File: src/rtl/bin_to_bcd_seq.sv
// -----------------------------------------------------------------------------
// bin_to_bcd_seq
//
// Sequential binary-to-BCD converter using shift-and-add-3 (double dabble),
// one input bit per clock. A one-cycle i_start in IDLE loads the value; W
// clocks later the three registered BCD digits update and o_done pulses for
// one cycle. Values above 999 saturate the digits to 9/9/9 and set o_ovf.
//
// Ports:
//   i_clk       - clock, all logic on the rising edge
//   i_rst_n     - asynchronous active-low reset
//   i_start     - conversion request, sampled only while o_busy = 0
//   i_bin       - unsigned value to convert, captured on the accepting edge
//   o_busy      - high while a conversion is in progress (W cycles)
//   o_done      - one-cycle pulse when new digits are valid
//   o_hundreds  - BCD hundreds digit
//   o_tens      - BCD tens digit
//   o_ones      - BCD ones digit
//   o_ovf       - the last converted value exceeded 999
// -----------------------------------------------------------------------------
module bin_to_bcd_seq #(
  parameter int W = 10
) (
  input  logic         i_clk,
  input  logic         i_rst_n,
  input  logic         i_start,
  input  logic [W-1:0] i_bin,
  output logic         o_busy,
  output logic         o_done,
  output logic [3:0]   o_hundreds,
  output logic [3:0]   o_tens,
  output logic [3:0]   o_ones,
  output logic         o_ovf
);

  localparam int CW = $clog2(W + 1);

  generate
    if (W < 4 || W > 10) begin : g_bad_width
      $error("bin_to_bcd_seq: W must be in 4..10");
    end
  endgenerate

  typedef enum logic {
    IDLE = 1'b0,
    CONV = 1'b1
  } state_t;

  state_t         state;
  logic [W-1:0]   bin_sr;
  logic [15:0]    scratch;    // {thousands, hundreds, tens, ones}
  logic [CW-1:0]  cnt;

  logic [15:0]    scratch_adj;
  logic [15:0]    scratch_nxt;

  // Add 3 to any nibble that is 5 or more; 4-bit arithmetic, no inter-nibble
  // carry (an adjusted nibble is at most 12, so it never overflows anyway).
  function automatic logic [3:0] dabble(input logic [3:0] n);
    return (n >= 4'd5) ? n + 4'd3 : n;
  endfunction

  // NOTE: every signal written here gets a value on every path, so this stays
  // pure combinational logic and no latch is inferred.
  always_comb begin
    scratch_adj = '0;
    for (int i = 0; i < 4; i++) begin
      scratch_adj[i*4 +: 4] = dabble(scratch[i*4 +: 4]);
    end
    // Combined {scratch, bin_sr} shift: MSB of bin_sr enters scratch bit 0.
    scratch_nxt = {scratch_adj[14:0], bin_sr[W-1]};
  end

  // NOTE: state registers use non-blocking assignments so every register sees
  // the pre-edge values of the others, regardless of statement order.
  always_ff @(posedge i_clk or negedge i_rst_n) begin
    if (!i_rst_n) begin
      state      <= IDLE;
      bin_sr     <= '0;
      scratch    <= '0;
      cnt        <= '0;
      o_busy     <= 1'b0;
      o_done     <= 1'b0;
      o_hundreds <= 4'd0;
      o_tens     <= 4'd0;
      o_ones     <= 4'd0;
      o_ovf      <= 1'b0;
    end else begin
      o_done <= 1'b0;
      case (state)
        IDLE: begin
          if (i_start) begin
            bin_sr  <= i_bin;
            scratch <= '0;
            cnt     <= CW'(W);
            o_busy  <= 1'b1;
            state   <= CONV;
          end
        end
        CONV: begin
          scratch <= scratch_nxt;
          bin_sr  <= {bin_sr[W-2:0], 1'b0};
          cnt     <= cnt - 1'b1;
          if (cnt == CW'(1)) begin
            // Final step: publish the post-step scratch, saturating above 999.
            if (scratch_nxt[15:12] == 4'd0) begin
              o_hundreds <= scratch_nxt[11:8];
              o_tens     <= scratch_nxt[7:4];
              o_ones     <= scratch_nxt[3:0];
              o_ovf      <= 1'b0;
            end else begin
              o_hundreds <= 4'd9;
              o_tens     <= 4'd9;
              o_ones     <= 4'd9;
              o_ovf      <= 1'b1;
            end
            o_done <= 1'b1;
            o_busy <= 1'b0;
            state  <= IDLE;
          end
        end
        default: state <= IDLE;
      endcase
    end
  end

endmodule

File: config.mk
export PLATFORM = sky130hd
export DESIGN_NAME = bin_to_bcd_seq
export DESIGN_NICKNAME = d
export VERILOG_FILES = /design/src/rtl/bin_to_bcd_seq.sv
export SDC_FILE = /design/constraint.sdc
export NUM_CORES = 1
export LEC_CHECK = 0
export ABC_AREA = 0
export ABC_CLOCK_PERIOD_IN_PS = 3900
export BUFFER_PORTS_ARGS = -buffer_cell sky130_fd_sc_hd__buf_2
export CORE_ASPECT_RATIO = 0.9
export CORE_MARGIN = 3
export CORE_UTILIZATION = 40
export DETAILED_ROUTE_END_ITERATION = 10
export GPL_TIMING_DRIVEN = 0
export SLEW_MARGIN = 20
export SYNTH_ARGS = -nofsm -noshare
export SYNTH_HDL_FRONTEND = slang
export SYNTH_SLANG_ARGS = --single-unit
File: constraint.sdc
create_clock -name i_clk -period 3.9 [get_ports i_clk]
set_input_delay 0.78 -clock i_clk [delete_from_list [all_inputs] [get_ports i_clk]]
set_output_delay 0.78 -clock i_clk [all_outputs]
set_load 0.005 [all_outputs]
After elaboration in Yosys (flattened, before gate mapping). Index checks and enable logic that the tools add are counted.

Output and inout bits: 15. Register bits: 46. Input bits: 13. Logic and storage cells: 48.

Bitwise gates (word level): 1. $add $sub $neg: 5. Eq/ne operators: 3. Reductions and logical operators: 3. Muxes and demuxes: 22. Magnitude comparators: 4.

Operator list (count): 16-bit one-hot mux with 2 select lines (1); 4-bit 2-to-1 mux (7); 10-bit one-hot mux with 2 select lines (1); 4-bit by 3-bit greater-or-equal comparator with 1-bit output (second input constant) (4); 16-bit 2-to-1 mux (1); 4-bit by 2-bit adder with 4-bit output (second input constant) (3); 10-bit 2-to-1 mux (1); 4-bit one-hot mux with 2 select lines (1); 1-bit 2-to-1 mux (7); 4-bit by 1-bit equality test with 1-bit output (second input constant) (1); 4-bit logical NOT (1); 1-bit one-hot mux with 2 select lines (2); 2-bit AND reduction (2); 4-bit by 1-bit subtractor with 4-bit output (second input constant) (1); 3-bit by 2-bit adder with 3-bit output (second input constant) (1); 3-bit 2-to-1 mux (1); 2-bit by 1-bit inequality test with 1-bit output (second input constant) (1); 2-bit inequality test (second input constant) (1); 1-bit NOT (1).

Longest topological paths before layout.
Word-level depth: 4. Mapped depth: 7.

Worst setup path before layout. OpenSTA, ideal clock, no wires.

Path kind: flip-flop to flip-flop. From: reg scratch[12]. To: reg o_hundreds[2]. Path buffers: 1. Required time: 3.833 ns. Setup slack: 2.136 ns. Arrival time: 1.697 ns. Cell stages (with the launch flop): 8. Cells stage by stage: dfrtp_1 -> inv_1 -> ha_1 -> nand2b_2 -> a2111oi_4 -> o211a_4 -> buf_6 -> a32o_1.

Cells in the longest elaborated chain, start to end: 4. Elaborated cells on any way between the ends: 5. Classes of those cells: add/sub: 1; order compare: 1; mux: 2; reduce/logical: 1.

Ends and longest elaborated chain: start, declared (RTL line 51) `logic [15:0] scratch;`; start signal, assigned (RTL line 101) `scratch <= scratch_nxt;`; 4-bit by 3-bit greater-or-equal comparator with 1-bit output or 3-bit by 2-bit adder with 3-bit output (tied branches) (RTL line 60) `return (n >= 4'd5) ? n + 4'd3 : n;`; 3-bit 2-to-1 mux * (RTL line 60); 4-bit logical NOT * (RTL line 106) `if (scratch_nxt[15:12] == 4'd0) begin`; 4-bit 2-to-1 mux * (RTL line 106); end signal, assigned (RTL line 107) `o_hundreds <= scratch_nxt[11:8];`; end, declared (RTL line 30) `output logic [3:0] o_hundreds,`.

Mark *: on every way between the ends. The rest lies on a longest branch, timed or not. A chain may end at the register's enable or synchronous reset.

Worst setup path after layout.
From: reg scratch[12]. To: reg o_tens[2].

Cells in the longest elaborated chain, start to end: 4. Elaborated cells on any way between the ends: 5. Classes of those cells: add/sub: 1; order compare: 1; mux: 2; reduce/logical: 1.

Ends and longest elaborated chain: 4-bit by 3-bit greater-or-equal comparator with 1-bit output or 3-bit by 2-bit adder with 3-bit output (tied branches) (RTL line 60); 3-bit 2-to-1 mux * (RTL line 60); 4-bit logical NOT * (RTL line 106); 4-bit 2-to-1 mux * (RTL line 106); end signal, assigned (RTL line 108) `o_tens <= scratch_nxt[7:4];`; end, declared (RTL line 31) `output logic [3:0] o_tens,`.

Marks and branches as above.

==> reports/results.tsv <==
stage	metric	value	unit
synth	post-synthesis cell count	219	
routing	drt pass-1 iters	4	
cells_and_area	n_diodes	0	
power_and_ir_drop	overall power	2180	uW
clock_network	root buffer cell	clkbuf_8	
synth	Mean Syn Cell Area	10.5	um^2
grt	initial antenna violation count	0	
clock_network	clk sink count	46	
synth	synthesized cell area	0.00229	mm^2
synth	post-synthesis compound-gate area fraction	0.188	
cells_and_area	# fillers	535	
routing	vias per cell	5.35	
grt	total global-route track usage	0.159	
routing	Starting DRT DRC Count	94	
synth	simple-gate share of the synthesized area	0.121	
grt	first-pass GRT wire length	8520	um
clock_network	Post-CTS Resized	0	
grt	vias in the first global route	1747	
sta	Setup-failing EPs final	0	
synth	Synth Register Bits	46	
run_status	status	finished clean	
sta	final hold vios	0	
sta	FMAX	513	MHz
die	Die Area	0.00667	mm^2
sta	Max Transition Viols Final	0	
die	Die Y	77.8	um
cells_and_area	area of the multi-input gates	0.00103	mm^2
die	Initial Utilization	0.426	
worst_setup_path	CP endpoint kind	register	
sta	post-route setup slack	1.95	ns
cells_and_area	storage element area	0.00115	mm^2
clock_network	Setup Fix Bufs, Post-CTS	0	
synth	Yosys Warn Count	0	
routing	# DRC	0	
cells_and_area	commonest non-fill, non-tap cell in the layout	dfrtp_1	
worst_setup_path	Crit Path Category	register to register	
worst_setup_path	Required @ worst endpoint	4.13	ns
sta	skew final	0.00776	ns
synth	multiplexer share of the synthesized area	0.0612	
routing	wire length per cell	15.1	um
worst_setup_path	CP startpoint kind	register	
routing	post-route antenna net violation count	0	
grt	largest net degree at the start of global routing	47	
routing	vias	1711	
clock_network	H-tree levels	2	
routing	WL final	4820	um
sta	Period minus WS final	1.95	ns
worst_setup_path	crit path cell chain	inv_1 -> ha_1 -> nand2b_2 -> a2111oi_4 -> o211a_4 -> buf_6 -> a32o_1	
power_and_ir_drop	Max IR drop VDD	0.408	mV
place	placed cell area	0.00250	mm^2
power_and_ir_drop	Power Dens Cells	839	mW/mm^2
worst_setup_path	Worst Path Arrival	2.18	ns
sta	unrepaired setup endpoints after global routing	false	
synth	Adder-Cell Fraction of Synth Area	0.0546	
die	core region area	0.00538	mm^2
place	I/O Buffers	26	
cells_and_area	final core occ	0.483	
synth	sequential share of the synthesized area	0.502	
cells_and_area	fin area	0.00260	mm^2
place	final RePlAce weighted congestion	0.795	
cells_and_area	Synth-to-Final Area Change	13.4	%
synth	synth unique cells	35	
worst_setup_path	CP peak stage delay	0.45	ns
clock_network	worst-skew pair later-pin latency	0.29	ns
clock_network	CTS clock-pin slew for the worst setup and hold paths	0.08	ns
sta	Worst-Margin Slew	0.588	ns
worst_setup_path	crit path max fanout	10	
clock_network	CTS Hold Bufs	0	
synth	Mapped Nets	242	
die	die width	85.8	um
clock_network	TritonCTS clock tree	built	
place	Setup WS pre-CTS	1.97	ns
power_and_ir_drop	leakage	0.00123	uW
sta	Final period util	0.500	
worst_hold_path	Min-Delay Path Class	input port to async pin	
clock_network	Clock Path Buffers	2	
clock_network	cts bufs inserted	5	
grt	total gr overflow	0	
synth	largest family of logic cells by synthesized area	compound AO/OA/AOI/OAI gates	
sta	setup tns final	0	ns
worst_setup_path	CP max stage cell	dfrtp_1	
die	FP Rows	25	
sta	max_slew headroom	0.608	
synth	xor and xnor area share after synthesis	0.0229	
run	number of max-cap violations	0	
place	DPL Wire Length	3330	um
cells_and_area	Final #Nets	275	
cells_and_area	share of layout cells above drive strength 1	0.186	
cells_and_area	commonest non-fill, non-tap cells in the layout	dfrtp_1 (46), buf_2 (29), nand2_1 (19)	
die	io pins	28	
sequential cells by signal, indices dropped and copies added, names as in the netlist, 4 cells and up:
register,count
bin_sr,10
o_hundreds,4
o_ones,4
scratch,16
cnt,4
o_tens,4
synth_stat cells (all sizes together):
cell type / n / share of area
dfrtp: 46 / 0.50
nand2: 19 / 0.031
a21oi: 17 / 0.037
inv: 14 / 0.023
mux2i: 14 / 0.061
o21ai: 13 / 0.028
ha: 10 / 0.055
nor2: 10 / 0.016
buf: 8 / 0.020
o22ai: 8 / 0.022
a21o: 7 / 0.023
a31oi: 6 / 0.016
a32o: 6 / 0.026
nor3: 6 / 0.013
nor3b: 6 / 0.020
xnor2: 6 / 0.023
and3: 5 / 0.014
clkbuf: 4 / 0.0066
nand2b: 4 / 0.012
a2111oi: 1 / 0.012
a211oi: 1 / 0.0055
a31o: 1 / 0.0038
nand3: 1 / 0.0022
nand4bb: 1 / 0.0049
o211a: 1 / 0.0076
o211ai: 1 / 0.0033
o31ai: 1 / 0.0033
or2: 1 / 0.0027
or3b: 1 / 0.0049
critical path: cells and delay by family (launching register included):
kind / cells / cell delay, ns
and+or+nand+nor: 1 / 0.11
AOI/OAI and AO/OA: 3 / 0.79
adders and majority gates: 1 / 0.27
buffers and inverters: 2 / 0.26
DFF: 1 / 0.45
power breakdown:
group	internal (uW)	leakage (uW)	total, uW	switching [uW]
Clock	143	0.0000482	299	156
Combinational	482	0.000610	1020	539
Sequential	691	0.000567	860	169
Total	1320	0.00123	2180	864
area by class of cell:
class,instances,share of cell area
Sequential cell,46,0.443
Multi-Input combinational cell,147,0.395
Timing Repair Buffer,26,0.0510
Clock buffer,7,0.0332
Tap cell,67,0.0323
Buffer,12,0.0236
Inverter,14,0.0202
Clock inverter,1,0.00193
kinds of logic (layout without fill, tap and decap cells):
family / Yosys count / in the layout
xor+xnor: 6 / 6
fa+ha+maj: 10 / 10
simple gates: 54 / 54
flops: 46 / 46
compound gates: 63 / 63
mux: 14 / 14
buf+inv: 26 / 60
path summary, 6_finish.rpt:
path	startpoint	endpoint	slack (ns)	depth (start not counted)
setup / recovery	scratch[12]	o_tens[2]	1.95	7
hold / removal	i_rst_n	scratch[13]	0.48	1
setup reg to reg	scratch[12]	o_tens[2]	1.95	7
hold reg to reg	o_ones[1]	o_ones[1]	0.49	1
max in group asynchronous	i_rst_n	scratch[6]	3.02	1
min in group i_clk	o_ones[1]	o_ones[1]	0.49	1
metrics by stage:
stage               cells  hold slack [ns]
floorplan             219            0.452
global placement      312            0.467
detailed placement    312            0.475
CTS                   320            0.497
global route          320            0.510
finish                320            0.484
layer usage:
| metal | GRT usage | share of wire | vias to the layer above |
|---|---|---|---|
| met5 | 0 | 0 | - |
| met4 | 0.0427 | 0.0083 | 0 |
| met3 | 0.0361 | 0.046 | 5 |
| met2 | 0.248 | 0.45 | 35 |
| met1 | 0.223 | 0.49 | 828 |
| li1 | - | - | 843 |
No activity file was read; power rests on OpenSTA's default activity.
